--- config.mk ---
export PLATFORM = sky130hd
export DESIGN_NAME = rv32i_mc_control
export DESIGN_NICKNAME = d
export VERILOG_FILES = /design/src/rtl/rv32i_mc_pkg.sv /design/src/rtl/rv32i_alu_decoder.sv /design/src/rtl/rv32i_mc_control.sv
export SDC_FILE = /design/constraint.sdc
export NUM_CORES = 1
export LEC_CHECK = 0
export CORE_ASPECT_RATIO = 1.5
export CORE_MARGIN = 5
export CORE_UTILIZATION = 40
export DETAILED_ROUTE_END_ITERATION = 6
export GPL_ROUTABILITY_DRIVEN = 0
export PLACE_DENSITY = 0.79
export SETUP_SLACK_MARGIN = 0.1
export SLEW_MARGIN = 15
export SYNTH_ARGS = -nofsm -noshare
export SYNTH_HDL_FRONTEND = slang
export SYNTH_SLANG_ARGS = --single-unit
--- constraint.sdc ---
create_clock -name clk -period 2.42 [get_ports clk]
set_input_delay 0.484 -clock clk [delete_from_list [all_inputs] [get_ports clk]]
set_output_delay 0.484 -clock clk [all_outputs]
set_load 0.03 [all_outputs]
--- src/rtl/rv32i_mc_pkg.sv ---
// Shared encodings for the RV32I multicycle control path: FSM states, opcodes,
// ALU op codes and datapath select values.
package rv32i_mc_pkg;

  localparam int unsigned ALU_CTL_W = 4;
  localparam int unsigned SEL_W     = 2;
  localparam int unsigned IMM_SEL_W = 3;
  localparam int unsigned OPCODE_W  = 7;
  localparam int unsigned FUNCT3_W  = 3;

  typedef enum logic [3:0] {
    S_FETCH   = 4'd0,
    S_DECODE  = 4'd1,
    S_MEM_ADR = 4'd2,
    S_MEM_RD  = 4'd3,
    S_MEM_WB  = 4'd4,
    S_MEM_WR  = 4'd5,
    S_EXEC_R  = 4'd6,
    S_EXEC_I  = 4'd7,
    S_EXEC_U  = 4'd8,
    S_ALU_WB  = 4'd9,
    S_BRANCH  = 4'd10,
    S_JAL     = 4'd11,
    S_JALR1   = 4'd12,
    S_JALR2   = 4'd13,
    S_TRAP    = 4'd14
  } state_t;

  localparam logic [OPCODE_W-1:0] OP_LOAD   = 7'b0000011;
  localparam logic [OPCODE_W-1:0] OP_STORE  = 7'b0100011;
  localparam logic [OPCODE_W-1:0] OP_R      = 7'b0110011;
  localparam logic [OPCODE_W-1:0] OP_I      = 7'b0010011;
  localparam logic [OPCODE_W-1:0] OP_BRANCH = 7'b1100011;
  localparam logic [OPCODE_W-1:0] OP_JAL    = 7'b1101111;
  localparam logic [OPCODE_W-1:0] OP_JALR   = 7'b1100111;
  localparam logic [OPCODE_W-1:0] OP_LUI    = 7'b0110111;
  localparam logic [OPCODE_W-1:0] OP_AUIPC  = 7'b0010111;
  localparam logic [OPCODE_W-1:0] OP_FENCE  = 7'b0001111;
  localparam logic [OPCODE_W-1:0] OP_SYSTEM = 7'b1110011;

  localparam logic [ALU_CTL_W-1:0] ALU_AND  = 4'd0;
  localparam logic [ALU_CTL_W-1:0] ALU_OR   = 4'd1;
  localparam logic [ALU_CTL_W-1:0] ALU_ADD  = 4'd2;
  localparam logic [ALU_CTL_W-1:0] ALU_SLL  = 4'd3;
  localparam logic [ALU_CTL_W-1:0] ALU_SRL  = 4'd4;
  localparam logic [ALU_CTL_W-1:0] ALU_SRA  = 4'd5;
  localparam logic [ALU_CTL_W-1:0] ALU_SUB  = 4'd6;
  localparam logic [ALU_CTL_W-1:0] ALU_SLTU = 4'd7;
  localparam logic [ALU_CTL_W-1:0] ALU_SLLI = 4'd8;
  localparam logic [ALU_CTL_W-1:0] ALU_SRLI = 4'd9;
  localparam logic [ALU_CTL_W-1:0] ALU_SRAI = 4'd10;
  localparam logic [ALU_CTL_W-1:0] ALU_XOR  = 4'd11;
  localparam logic [ALU_CTL_W-1:0] ALU_SLT  = 4'd15;

  localparam logic [SEL_W-1:0] SRCA_PC     = 2'b00;
  localparam logic [SEL_W-1:0] SRCA_OLD_PC = 2'b01;
  localparam logic [SEL_W-1:0] SRCA_RS1    = 2'b10;
  localparam logic [SEL_W-1:0] SRCA_ZERO   = 2'b11;

  localparam logic [SEL_W-1:0] SRCB_RS2  = 2'b00;
  localparam logic [SEL_W-1:0] SRCB_IMM  = 2'b01;
  localparam logic [SEL_W-1:0] SRCB_FOUR = 2'b10;

  localparam logic [SEL_W-1:0] RES_ALUOUT = 2'b00;
  localparam logic [SEL_W-1:0] RES_MEM    = 2'b01;
  localparam logic [SEL_W-1:0] RES_ALU    = 2'b10;

  localparam logic [IMM_SEL_W-1:0] IMM_I = 3'b000;
  localparam logic [IMM_SEL_W-1:0] IMM_S = 3'b001;
  localparam logic [IMM_SEL_W-1:0] IMM_B = 3'b010;
  localparam logic [IMM_SEL_W-1:0] IMM_U = 3'b011;
  localparam logic [IMM_SEL_W-1:0] IMM_J = 3'b100;

  // funct3 010/011 are not defined for conditional branches
  function automatic logic branch_f3_valid(input logic [FUNCT3_W-1:0] f3);
    return (f3 != 3'b010) && (f3 != 3'b011);
  endfunction

endpackage

--- src/rtl/rv32i_alu_decoder.sv ---
// Combinational ALU op decode from {is_r, funct3, funct7b5}.
module rv32i_alu_decoder
  import rv32i_mc_pkg::*;
(
  input  logic                 is_r,
  input  logic [FUNCT3_W-1:0]  funct3,
  input  logic                 funct7b5,
  output logic [ALU_CTL_W-1:0] alu_ctl_c
);

  // funct3 selects the operation; funct7b5 splits ADD/SUB (R only) and logical/arith shifts
  always_comb begin
    alu_ctl_c = ALU_ADD;
    case (funct3)
      3'b000:  alu_ctl_c = (is_r && funct7b5) ? ALU_SUB : ALU_ADD;
      3'b001:  alu_ctl_c = is_r ? ALU_SLL : ALU_SLLI;
      3'b010:  alu_ctl_c = ALU_SLT;
      3'b011:  alu_ctl_c = ALU_SLTU;
      3'b100:  alu_ctl_c = ALU_XOR;
      3'b101: begin
        if (is_r) alu_ctl_c = funct7b5 ? ALU_SRA : ALU_SRL;
        else      alu_ctl_c = funct7b5 ? ALU_SRAI : ALU_SRLI;
      end
      3'b110:  alu_ctl_c = ALU_OR;
      3'b111:  alu_ctl_c = ALU_AND;
      default: alu_ctl_c = ALU_ADD;
    endcase
  end

endmodule

--- src/rtl/rv32i_mc_control.sv ---
// Multicycle main control FSM for the RV32I core. Moore-style outputs decoded
// from state; FETCH enables qualify on mem_ready and BRANCH pc_write on the flags.
// Optional retired-instruction counter: define MC_CTRL_PERF_EN.
module rv32i_mc_control
  import rv32i_mc_pkg::*;
#(
  parameter int unsigned TRAP_ON_SYSTEM = 1
`ifdef MC_CTRL_PERF_EN
  ,
  parameter int unsigned PERF_W = 32
`endif
) (
  input  logic                 clk,
  input  logic                 reset,
  input  logic [OPCODE_W-1:0]  opcode,
  input  logic [FUNCT3_W-1:0]  funct3,
  input  logic                 funct7b5,
  input  logic                 zero,
  input  logic                 n_zero,
  input  logic                 less_than,
  input  logic                 greater_than,
  input  logic                 less_than_u,
  input  logic                 greater_than_u,
  input  logic                 mem_ready,
  output logic [ALU_CTL_W-1:0] alu_ctl,
  output logic [SEL_W-1:0]     alu_src_a,
  output logic [SEL_W-1:0]     alu_src_b,
  output logic [SEL_W-1:0]     result_src,
  output logic [IMM_SEL_W-1:0] imm_sel,
  output logic                 adr_src,
  output logic                 mem_read,
  output logic                 mem_write,
  output logic                 ir_write,
  output logic                 pc_write,
  output logic                 reg_write,
  output logic                 pc_lsb_clr,
  output logic                 illegal
`ifdef MC_CTRL_PERF_EN
  ,
  output logic [PERF_W-1:0]    instret
`endif
);

  state_t                 state_q;
  state_t                 state_nx;
  logic [ALU_CTL_W-1:0]   dec_alu_ctl_c;
  logic                   br_valid_c;
  logic                   br_taken_c;

  rv32i_alu_decoder u_alu_dec (
    .is_r      (state_q == S_EXEC_R),
    .funct3    (funct3),
    .funct7b5  (funct7b5),
    .alu_ctl_c (dec_alu_ctl_c)
  );

  // Branch condition from ALU flags; undefined funct3 never takes
  always_comb begin
    br_valid_c = branch_f3_valid(funct3);
    br_taken_c = 1'b0;
    case (funct3)
      3'b000:  br_taken_c = zero;
      3'b001:  br_taken_c = n_zero;
      3'b100:  br_taken_c = less_than;
      3'b101:  br_taken_c = greater_than;
      3'b110:  br_taken_c = less_than_u;
      3'b111:  br_taken_c = greater_than_u;
      default: br_taken_c = 1'b0;
    endcase
  end

  // State register, synchronous reset to FETCH
  always_ff @(posedge clk) begin
    if (reset) state_q <= S_FETCH;
    else       state_q <= state_nx;
  end

  // Next-state logic
  always_comb begin
    state_nx = state_q;
    case (state_q)
      S_FETCH:   if (mem_ready) state_nx = S_DECODE;
      S_DECODE: begin
        case (opcode)
          OP_LOAD, OP_STORE: state_nx = S_MEM_ADR;
          OP_R:              state_nx = S_EXEC_R;
          OP_I:              state_nx = S_EXEC_I;
          OP_BRANCH:         state_nx = S_BRANCH;
          OP_JAL:            state_nx = S_JAL;
          OP_JALR:           state_nx = S_JALR1;
          OP_LUI, OP_AUIPC:  state_nx = S_EXEC_U;
          OP_FENCE:          state_nx = S_FETCH;
          OP_SYSTEM:         state_nx = (TRAP_ON_SYSTEM != 0) ? S_TRAP : S_FETCH;
          default:           state_nx = S_TRAP;
        endcase
      end
      S_MEM_ADR: state_nx = (opcode == OP_LOAD) ? S_MEM_RD : S_MEM_WR;
      S_MEM_RD:  if (mem_ready) state_nx = S_MEM_WB;
      S_MEM_WB:  state_nx = S_FETCH;
      S_MEM_WR:  if (mem_ready) state_nx = S_FETCH;
      S_EXEC_R,
      S_EXEC_I,
      S_EXEC_U:  state_nx = S_ALU_WB;
      S_ALU_WB:  state_nx = S_FETCH;
      S_BRANCH:  state_nx = br_valid_c ? S_FETCH : S_TRAP;
      S_JAL:     state_nx = S_ALU_WB;
      S_JALR1:   state_nx = S_JALR2;
      S_JALR2:   state_nx = S_ALU_WB;
      S_TRAP:    state_nx = S_TRAP;
      default:   state_nx = S_FETCH;
    endcase
  end

  // Output decode; reset forces the idle pattern regardless of state
  always_comb begin
    alu_ctl    = ALU_ADD;
    alu_src_a  = SRCA_PC;
    alu_src_b  = SRCB_RS2;
    result_src = RES_ALUOUT;
    imm_sel    = IMM_I;
    adr_src    = 1'b0;
    mem_read   = 1'b0;
    mem_write  = 1'b0;
    ir_write   = 1'b0;
    pc_write   = 1'b0;
    reg_write  = 1'b0;
    pc_lsb_clr = 1'b0;
    illegal    = 1'b0;
    if (!reset) begin
      case (state_q)
        S_FETCH: begin
          mem_read   = 1'b1;
          alu_src_b  = SRCB_FOUR;
          result_src = RES_ALU;
          ir_write   = mem_ready;
          pc_write   = mem_ready;
        end
        S_DECODE: begin
          alu_src_a = SRCA_OLD_PC;
          alu_src_b = SRCB_IMM;
          imm_sel   = (opcode == OP_JAL) ? IMM_J : IMM_B;
        end
        S_MEM_ADR: begin
          alu_src_a = SRCA_RS1;
          alu_src_b = SRCB_IMM;
          imm_sel   = (opcode == OP_LOAD) ? IMM_I : IMM_S;
        end
        S_MEM_RD: begin
          mem_read = 1'b1;
          adr_src  = 1'b1;
        end
        S_MEM_WB: begin
          reg_write  = 1'b1;
          result_src = RES_MEM;
        end
        S_MEM_WR: begin
          mem_write = 1'b1;
          adr_src   = 1'b1;
        end
        S_EXEC_R: begin
          alu_src_a = SRCA_RS1;
          alu_ctl   = dec_alu_ctl_c;
        end
        S_EXEC_I: begin
          alu_src_a = SRCA_RS1;
          alu_src_b = SRCB_IMM;
          alu_ctl   = dec_alu_ctl_c;
        end
        S_EXEC_U: begin
          alu_src_a = (opcode == OP_LUI) ? SRCA_ZERO : SRCA_OLD_PC;
          alu_src_b = SRCB_IMM;
          imm_sel   = IMM_U;
        end
        S_ALU_WB:  reg_write = 1'b1;
        S_BRANCH: begin
          alu_src_a = SRCA_RS1;
          alu_ctl   = ALU_SUB;
          pc_write  = br_valid_c && br_taken_c;
        end
        S_JAL: begin
          alu_src_a = SRCA_OLD_PC;
          alu_src_b = SRCB_FOUR;
          pc_write  = 1'b1;
        end
        S_JALR1: begin
          alu_src_a = SRCA_RS1;
          alu_src_b = SRCB_IMM;
        end
        S_JALR2: begin
          alu_src_a  = SRCA_OLD_PC;
          alu_src_b  = SRCB_FOUR;
          pc_write   = 1'b1;
          pc_lsb_clr = 1'b1;
        end
        S_TRAP:    illegal = 1'b1;
        default: ;
      endcase
    end
  end

`ifdef MC_CTRL_PERF_EN
  logic retire_c;

  // Last cycle of each retiring instruction
  always_comb begin
    retire_c = 1'b0;
    case (state_q)
      S_ALU_WB, S_MEM_WB: retire_c = 1'b1;
      S_MEM_WR:           retire_c = mem_ready;
      S_BRANCH:           retire_c = br_valid_c;
      S_DECODE:           retire_c = (opcode == OP_FENCE) ||
                                     ((opcode == OP_SYSTEM) && (TRAP_ON_SYSTEM == 0));
      default:            retire_c = 1'b0;
    endcase
  end

  // Retired-instruction counter, wraps naturally
  always_ff @(posedge clk) begin
    if (reset)         instret <= '0;
    else if (retire_c) instret <= instret + PERF_W'(1);
  end
`endif

endmodule

==> results of run 1 <==
[through the flow]
step | worst slack [ns] | total power [uW]
detailed placement | -0.6901 | 702.6
floorplan | 0.08292 | 450.9
global route | 0.01022 | 886.5
global placement | -0.6877 | 690.7
finish | 0.1187 | 834.1
CTS | 0.09187 | 804.0
[worst min path at each step]
| stage | slack, ns | end | from |
|---|---|---|---|
| 5_1_grt | 0.72 | state_q[1]$_SDFFE_PP0P_ | state_q[3]$_SDFFE_PP0P_ |
| 2_1_floorplan | 0.65 | state_q[0]$_SDFFE_PP0P_ | state_q[0]$_SDFFE_PP0P_ |
| 3_3_place_gp | 0.69 | state_q[1]$_SDFFE_PP0P_ | state_q[3]$_SDFFE_PP0P_ |
| 3_5_place_dp | 0.69 | state_q[1]$_SDFFE_PP0P_ | state_q[3]$_SDFFE_PP0P_ |
| 4_1_cts | 0.66 | state_q[1]$_SDFFE_PP0P_ | state_q[3]$_SDFFE_PP0P_ |
| 6_report | 0.68 | state_q[1]$_SDFFE_PP0P_ | state_q[3]$_SDFFE_PP0P_ |
[where the power goes]
group / leakage (uW) / internal (uW) / switching [uW]
Sequential: 0.0000343 / 82.9 / 26.0
Combinational: 0.000771 / 293 / 350
Clock: 0.0000138 / 55.4 / 25.9
Total: 0.000819 / 432 / 402
[layout make-up]
type                            count  area, sq um
Tap cell                           24        30.03
Fill cell                         198        623.1
Clock buffer                        3        22.52
Inverter                            6        22.52
Sequential cell                     4        86.33
Multi-Input combinational cell    125        917.1
Timing Repair Buffer               80        693.2
[cells by family after synthesis]
logic type	after synthesis
AO/OA/AOI/OAI	50
XOR/XNOR	3
adder cells (fa/ha/maj)	2
buffers and inverters	18
flip-flops	4
multiplexers	5
AND/OR/NAND/NOR	65
[cells in the mapped netlist, types with 2 or more instances]
library cell / instances
o21ai_0: 4
xor2_1: 2
ha_1: 2
o211ai_1: 2
buf_2: 2
and2_1: 2
nor2b_1: 3
o22ai_1: 2
nand2_1: 9
or3_1: 4
o31ai_1: 3
a21o_1: 3
nand2b_1: 11
mux2i_1: 4
nor4_1: 2
clkbuf_1: 7
nand3b_1: 2
a311oi_1: 2
a211oi_1: 2
and3_1: 2
dfxtp_1: 4
or2_2: 2
nor2_1: 13
nand3_1: 3
nor3_1: 7
o311a_1: 4
a31oi_1: 3
o21bai_1: 3
buf_1: 3
inv_1: 6
a21oi_1: 12
o41ai_1: 2
[repair_timing]
action                                 in CTS  in global routing
setup buffers                               5                  1
setup endpoints to repair                   7                  9
resized for setup                          50                 26
hold buffers                                0                  0
pin swaps                                   7                 12
endpoints found under the hold margin       0                  0
[critical path: stages]
cell and delay (ns):
clkdlybuf4s50_1 0.45, buf_4 0.19, nor4b_4 0.26, o21ai_1 0.08
a21oi_1 0.16, buf_4 0.18
[metal layers]
metal | global-route usage, % | up-vias
li1 | - | 703
met1 | 20.44 | 670
met2 | 42.24 | 65
met3 | 3.579 | 9
met4 | 9.375 | 0
met5 | 0 | -
==> impl_metrics.tcl, run 1 <==
set metrics [dict create \
    status "completed" \
    rsz0062_at_grt "true" \
    synth_edf_count 0 \
    wl_met2_mm 2.204 \
    synth_fa_ha_area_share_pct 2.561 \
    layout-drive-gt1-share_pct 41.28 \
    hold_path_class "reg2reg" \
    vias 1447 \
    grt_max_degree 28 \
    insertion_delay_ns 0.23 \
    drv_slew 0 \
    grt_pass1_wl_mm 6.244 \
    clock_sinks 4 \
    antenna_found_initial 0 \
    yosys_most_used_dff "dfxtp_1" \
    routed_wl_mm 3.977 \
    dr_wl_met3_microns 251 \
    reg.largest.list "state_q x4" \
    largest_reg_flops 4 \
    grt.overflow.total 0 \
    synth_compound_area_share_pct 36.11 \
    ir_drop_mv 0.3344 \
    synth_area_per_cell_sq_um 6.648 \
    fin_setup_tns_ns 0 \
    cts_tree "done" \
    area_delta_synth_final_pct 81.31 \
    grtUsageTotal_pct 21.42 \
    start_util_pct 40.80 \
    dieArea_sq_mm 0.003552 \
    grt_pass1_vias 1451 \
    dp.cells 233 \
    row_count 22 \
    dpl_cell_area_sq_mm 0.001595 \
    worst_pin_slew_ns 0.3417 \
    portBuffers 40 \
    yosys_warnings 0 \
    layout.nets 242 \
    timing.hold.ws_ns 0.6763 \
    arrival_ns 1.82 \
    relSlewSlack_pct 76.92 \
    cp-endpoint "alu_ctl[2]" \
    ios 41 \
    powerDensity_mw_per_mm2 470.8 \
    yosysTopAreaCellShare_pct 8.195 \
    cp-start-kind "input pin" \
    r2r-start "state_q[3]$_SDFFE_PP0P_" \
    top_layer "met4" \
    numCtsBuffers 3 \
    hold_violations 0 \
    finClkSkew_ns 0.001724 \
    drcViolationCount 0 \
    antenna-diode-count 0 \
    die_w_microns 50.36 \
    r2r_end "state_q[0]$_SDFFE_PP0P_" \
    drt-met1-wl_mm 1.429 \
    dr.pass1.iters 4 \
    syn_nets 169 \
    max_freq_mhz 434.5 \
    detail_route.vias_per_cell 5.979 \
    dp.final_hpwl_mm 2.890 \
    synthCells 147 \
    async_flop_share_pct 0 \
    post-route-util_pct 73.98 \
    setup_viol 0 \
    cp.required_ns 1.94 \
    critPathKind "in2out" \
    synth.area.top_cells "dfxtp_1 8.2%, nand2b_1 7.0%, a21oi_1 6.1%" \
    cts.clk_slew.worst_paths_ns 0.04 \
    layout_common_cells "51 x buf_4, 13 x nor2_1, 10 x nand2b_1" \
    synth_mux_area_share_pct 6.402 \
    cts.htree.levels 1 \
    cts_buffer_depth 2 \
    syn_area_sq_um 977.2 \
    ys_seq_area_share_pct 8.195 \
    synth_top_family_by_area "simple AND/OR/NAND/NOR gates" \
    die_h_microns 70.54 \
    synthDistinctLibCells 47 \
    cp-startpoint "funct3[1]" \
    finalCritPeriodShare_pct 95.09 \
    top_register "state_q" \
    antenna_left 0 \
    cp-end-kind "primary output" \
    reg2reg_depth 5 \
    wire_per_inst_microns 16.43 \
    synth-simple-area-share_pct 36.88 \
    power_leakage_uw 0.0008195 \
    synth_area_leader_cell "dfxtp_1" \
    core_sq_mm 0.002395 \
    final_common_cell "buf_4" \
    synth_seq_cells 4 \
    hold_depth 3 \
    maxCapViolations 0 \
    min_period_ns 2.301 \
    cp_max_fo 6 \
    synth_xor_area_share_pct 2.689 \
    stdcell_count 242 \
    clockRootBuffer "clkbuf_4" \
    rrSetupSlack_ns 0.71 \
    drt_iter0_markers 71 \
    final_area_sq_mm 0.001772 \
]
(Power assumes the default switching activity.)
==> run 2: changes to the inputs <==
--- a/config.mk
+++ b/config.mk
@@ -9,8 +9,9 @@
 export CORE_MARGIN = 5
 export CORE_UTILIZATION = 40
 export DETAILED_ROUTE_END_ITERATION = 6
+export DONT_BUFFER_PORTS = 1
 export GPL_ROUTABILITY_DRIVEN = 0
-export PLACE_DENSITY = 0.79
+export PLACE_DENSITY = 0.57
 export SETUP_SLACK_MARGIN = 0.1
 export SLEW_MARGIN = 15
 export SYNTH_ARGS = -nofsm -noshare
==> impl_metrics.tcl, run 2 (synthesis results as in run 1) <==
set metrics [dict create \
    status "completed" \
    max_freq_mhz 449.4 \
    slowest_stage "or4_4" \
    antenna_found_initial 0 \
    power_leakage_uw 0.0004553 \
    die_w_microns 50.36 \
    cp-start-kind "input pin" \
    area_delta_synth_final_pct 17.93 \
    dp.final_hpwl_mm 2.321 \
    finClkSkew_ns 0.0006017 \
    numCtsBuffers 3 \
    routed_wl_mm 2.952 \
    nFillCells 254 \
    arrival_ns 1.74 \
    layout-drive-gt1-share_pct 19.62 \
    grt_pass1_vias 1152 \
    dieArea_sq_mm 0.003552 \
    portBuffers 0 \
    drt_iter0_markers 16 \
    start_util_pct 40.80 \
    dr_wl_met3_microns 250 \
    drcViolationCount 0 \
    maxCapViolations 0 \
    drv_slew 0 \
    min_period_ns 2.225 \
    final_area_sq_mm 0.001152 \
    setup_viol 0 \
    cts_tree "done" \
    wire_per_inst_microns 16.22 \
    cp.required_ns 1.94 \
    dr.pass1.iters 4 \
    grt_pass1_wl_mm 4.947 \
    finalCritPeriodShare_pct 91.96 \
    worst_pin_slew_ns 0.5583 \
    critPathKind "in2out" \
    layout_common_cells "20 x buf_4, 13 x nor2_1, 12 x a21oi_1" \
    cts.clk_slew.worst_paths_ns 0.04 \
    die_h_microns 70.54 \
    multi_input_area_sq_um 847.1 \
    reg.largest.list "state_q x4" \
    hold_violations 0 \
    largest_reg_flops 4 \
    wl_met2_mm 1.593 \
    rsz0062_at_grt "true" \
    insertion_delay_ns 0.23 \
    cp_max_fo 7 \
    top_layer "met4" \
    fin_setup_tns_ns 0 \
    relSlewSlack_pct 62.64 \
    row_count 22 \
    core_sq_mm 0.002395 \
    antenna-diode-count 0 \
    clock_sinks 4 \
    hold_path_class "in2reg" \
    post_cts_resized 0 \
    ios 41 \
    rrSetupSlack_ns 0.89 \
    cp-end-kind "primary output" \
    antenna_left 0 \
    top_register "state_q" \
    grtUsageTotal_pct 16.46 \
    register_area_sq_um 80.08 \
    cts_hold_buf 0 \
    cts_buffer_depth 2 \
    vias 1166 \
    grt.overflow.total 0 \
    drt-met1-wl_mm 1.094 \
    max_stage_delay_ns 0.52 \
    layout.nets 182 \
    grt_max_degree 28 \
    path_cells "or4_4 > o311ai_0 > o21ai_0 > and3b_1" \
    cts_setup_buffers 0 \
    final_common_cell "buf_4" \
    ir_drop_mv 0.3146 \
    powerDensity_mw_per_mm2 572.1 \
    cts.htree.levels 1 \
    clockRootBuffer "clkbuf_4" \
    dpl_cell_area_sq_mm 0.001122 \
    detail_route.vias_per_cell 6.407 \
]
-- run 2: changes by cell type in the layout (fill, tap and decap cells not counted), sizes merged --
cell           delta
dlymetal6s2s      -5
clkdlybuf4s50     -6
buf              -45
dlygate4sd2       -3
clkbuf            -1
-- run 2: final timing paths --
check,from,to,cells after the start
worst max-delay path,opcode[2],imm_sel[0],4
worst min-delay path,reset,state_q[3]$_SDFFE_PP0P_,1
worst max register to register,state_q[1]$_SDFFE_PP0P_,state_q[0]$_SDFFE_PP0P_,4
worst min register to register,state_q[2]$_SDFFE_PP0P_,state_q[1]$_SDFFE_PP0P_,2
-- run 2: stage by stage --
stage | power (uW) | util [%] | cells | setup slack [ns] | hold slack (ns)
final | 659.2 | 48.12 | 182 | 0.1946 | 0.3319
after global routing | 718.9 | 48.12 | 182 | 0.03411 | 0.3107
after CTS | 660.9 | 47.81 | 182 | 0.1940 | 0.3144
after detailed placement | 574.0 | 46.87 | 179 | 0.2014 | 0.5639
after global placement | 569.6 | 46.87 | 179 | 0.2223 | 0.5624
after floorplan | 450.9 | - | 147 | 0.08292 | 0.6483
-- run 2: routing by layer --
| layer | up-vias | global-route usage [%] |
|---|---|---|
| met4 | 0 | 1.420 |
| met2 | 38 | 31.61 |
| li1 | 581 | - |
| met5 | - | 0 |
| met3 | 2 | 5.474 |
| met1 | 545 | 17.44 |
-- run 2: report_power, final --
group / internal, uW / switching [uW]
clock network: 55.3 / 25.1
logic: 191 / 296
registers: 79.4 / 12.4
total: 326 / 334
-- run 2: area by class of cell --
class | instances | area share (%)
Multi-Input combinational cell | 125 | 73.51
Clock buffer | 3 | 1.954
Sequential cell | 4 | 6.949
Inverter | 6 | 1.954
Timing Repair Buffer | 20 | 13.03
Tap cell | 24 | 2.606
-- run 2: worst max-delay path, delay by kind of cell --
| family | cells | cell delay, ns |
|---|---|---|
| compound gates | 2 | 0.44 |
| simple gates | 2 | 0.81 |
==> run 3: changes to the inputs <==
--- a/config.mk
+++ b/config.mk
@@ -8,10 +8,10 @@
 export CORE_ASPECT_RATIO = 1.5
 export CORE_MARGIN = 5
 export CORE_UTILIZATION = 40
+export CTS_CLUSTER_SIZE = 10
 export DETAILED_ROUTE_END_ITERATION = 6
 export DONT_BUFFER_PORTS = 1
 export GPL_ROUTABILITY_DRIVEN = 0
-export PLACE_DENSITY = 0.57
 export SETUP_SLACK_MARGIN = 0.1
 export SLEW_MARGIN = 15
 export SYNTH_ARGS = -nofsm -noshare
==> impl_metrics.tcl, run 3 (synthesis results as in run 1) <==
set metrics [dict create \
    cp.required_ns 1.94 \
    antenna_found_initial 0 \
    p_seq_share_pct 14.8 \
    clockRootBuffer "clkbuf_4" \
    status "completed" \
    detail_route.vias_per_cell 6.402 \
    largest_reg_flops 4 \
    hold_depth 1 \
    cts.clk_slew.worst_paths_ns 0.03 \
    core_sq_mm 0.002395 \
    layout_common_cells "20 x buf_4, 13 x nor2_1, 12 x a21oi_1" \
    maxCapViolations 0 \
    finalCritPeriodShare_pct 92.46 \
    r2r_end "state_q[2]$_SDFFE_PP0P_" \
    layout-drive-gt1-share_pct 21.88 \
    portBuffers 0 \
    drt_iter0_markers 26 \
    finClkSkew_ns 0.002317 \
    switching_share_pct 50.05 \
    vias 1178 \
    row_count 22 \
    cp-end-kind "primary output" \
    dieArea_sq_mm 0.003552 \
    max_freq_mhz 446.9 \
    area_delta_synth_final_pct 21.51 \
    critPathKind "reg2out" \
    wire_per_inst_microns 16.74 \
    grt_pass1_vias 1101 \
    min_period_ns 2.238 \
    hold_path_startpoint "reset" \
    slowest_stage "dfxtp_1" \
    power_leakage_uw 0.0004650 \
    max_stage_delay_ns 0.34 \
    hold_violations 0 \
    ir_drop_mv 0.3368 \
    final_common_cell "buf_4" \
    rsz0062_at_grt "true" \
    drv_slew 0 \
    cts_tree "done" \
    powerDensity_mw_per_mm2 568.3 \
    p_int_uw 337.1 \
    arrival_ns 1.75 \
    fin_setup_tns_ns 0 \
    antenna-diode-count 0 \
    crit_path_frequent_cell "buf_4" \
    grtUsageTotal_pct 17.27 \
    hold-path-endpoint "state_q[3]$_SDFFE_PP0P_" \
    clock_sinks 4 \
    insertion_delay_ns 0.23 \
    grt_pass1_wl_mm 5.112 \
    switchingPower_uw 337.7 \
    start_util_pct 40.80 \
    grt_max_degree 20 \
    antenna_left 0 \
    setup_viol 0 \
    drcViolationCount 0 \
    routed_wl_mm 3.080 \
    post-route-util_pct 49.58 \
    cp-start-kind "flip-flop" \
    ios 41 \
    worst_pin_slew_ns 0.5473 \
    relSlewSlack_pct 63.38 \
    nFillCells 238 \
    reg.largest.list "state_q x4" \
    r2r-start "state_q[0]$_SDFFE_PP0P_" \
    p_comb_share_pct 73.2 \
    dp.final_hpwl_mm 2.380 \
    grt.overflow.total 0 \
    die_w_microns 50.36 \
    hold_path_class "in2reg" \
    cts_buffer_depth 2 \
    top_register "state_q" \
    rrSetupSlack_ns 0.89 \
    numCtsBuffers 3 \
    dr.pass1.iters 4 \
    reg2reg_depth 4 \
    die_h_microns 70.54 \
    cp_max_fo 5 \
    layout.nets 184 \
    cts.htree.levels 1 \
    path_cells "nand4bb_4 > buf_4 > ha_1 > a21oi_1 > nand2_1 > o311a_1 > buf_4" \
    clock_power_share_pct 11.9 \
]
## run 3: area by class of cell
class                           count  area (sq um)  share of cell area (%)
Timing Repair Buffer               22         172.7                   14.54
Sequential cell                     4         81.33                   6.849
Tap cell                           24         30.03                   2.529
Clock buffer                        3         22.52                   1.897
Inverter                            6         22.52                   1.897
Multi-Input combinational cell    125         858.3                   72.29
## run 3: repair_timing
action / 4_1_cts / 5_1_grt
endpoints found under the setup margin: 0 / 4
hold buffers: 0 / 0
resized for setup: 0 / 6
endpoints found under the hold margin: 0 / 0
buffers inserted: 0 / 1
## run 3: power by group through the flow
stage	Clock (uW)	Combinational [uW]	Sequential (uW)
floorplan	0	360	90.9
global placement	0	480	93.7
detailed placement	0	481	94.0
CTS	83.8	483	93.2
global route	89.7	536	103
finish	80.4	494	100
## run 3: stage by stage
step                instances  setup slack, ns  total power (uW)  area, sq um  hold WS [ns]
detailed placement        180           0.1939             574.7         1130        0.5607
finish                    184           0.1825             674.8         1187        0.3280
floorplan                 147          0.08292             450.9        989.7        0.6483
CTS                       183           0.1372             659.6         1152        0.3175
global route              184          0.07146             728.3         1187        0.3285
global placement          180           0.2260             573.3         1130        0.5621
## run 3: worst max-delay path by stage
stage,to,from,slack [ns]
5_1_grt,alu_ctl[2],state_q[0]$_SDFFE_PP0P_,0.07
3_5_place_dp,imm_sel[0],opcode[2],0.19
6_report,alu_ctl[0],state_q[0]$_SDFFE_PP0P_,0.18
2_1_floorplan,mem_read,reset,0.08
4_1_cts,alu_ctl[2],state_q[2]$_SDFFE_PP0P_,0.14
3_3_place_gp,imm_sel[0],opcode[2],0.23
## run 3: layer usage
layer	up-vias	track usage [%]	share of wire, %
li1	585	-	-
met1	529	20.21	37
met2	55	30.49	52
met3	9	3.789	8.3
met4	0	5.398	2.6
met5	-	0	0
## run 3: critical path, delay by kind of cell, from the launching register on
family	cells	cell delay (ns)
and+or+nand+nor	2	0.34
adders and majority gates	1	0.26
buffers and inverters	2	0.33
AOI/OAI and AO/OA	2	0.24
DFF	1	0.34
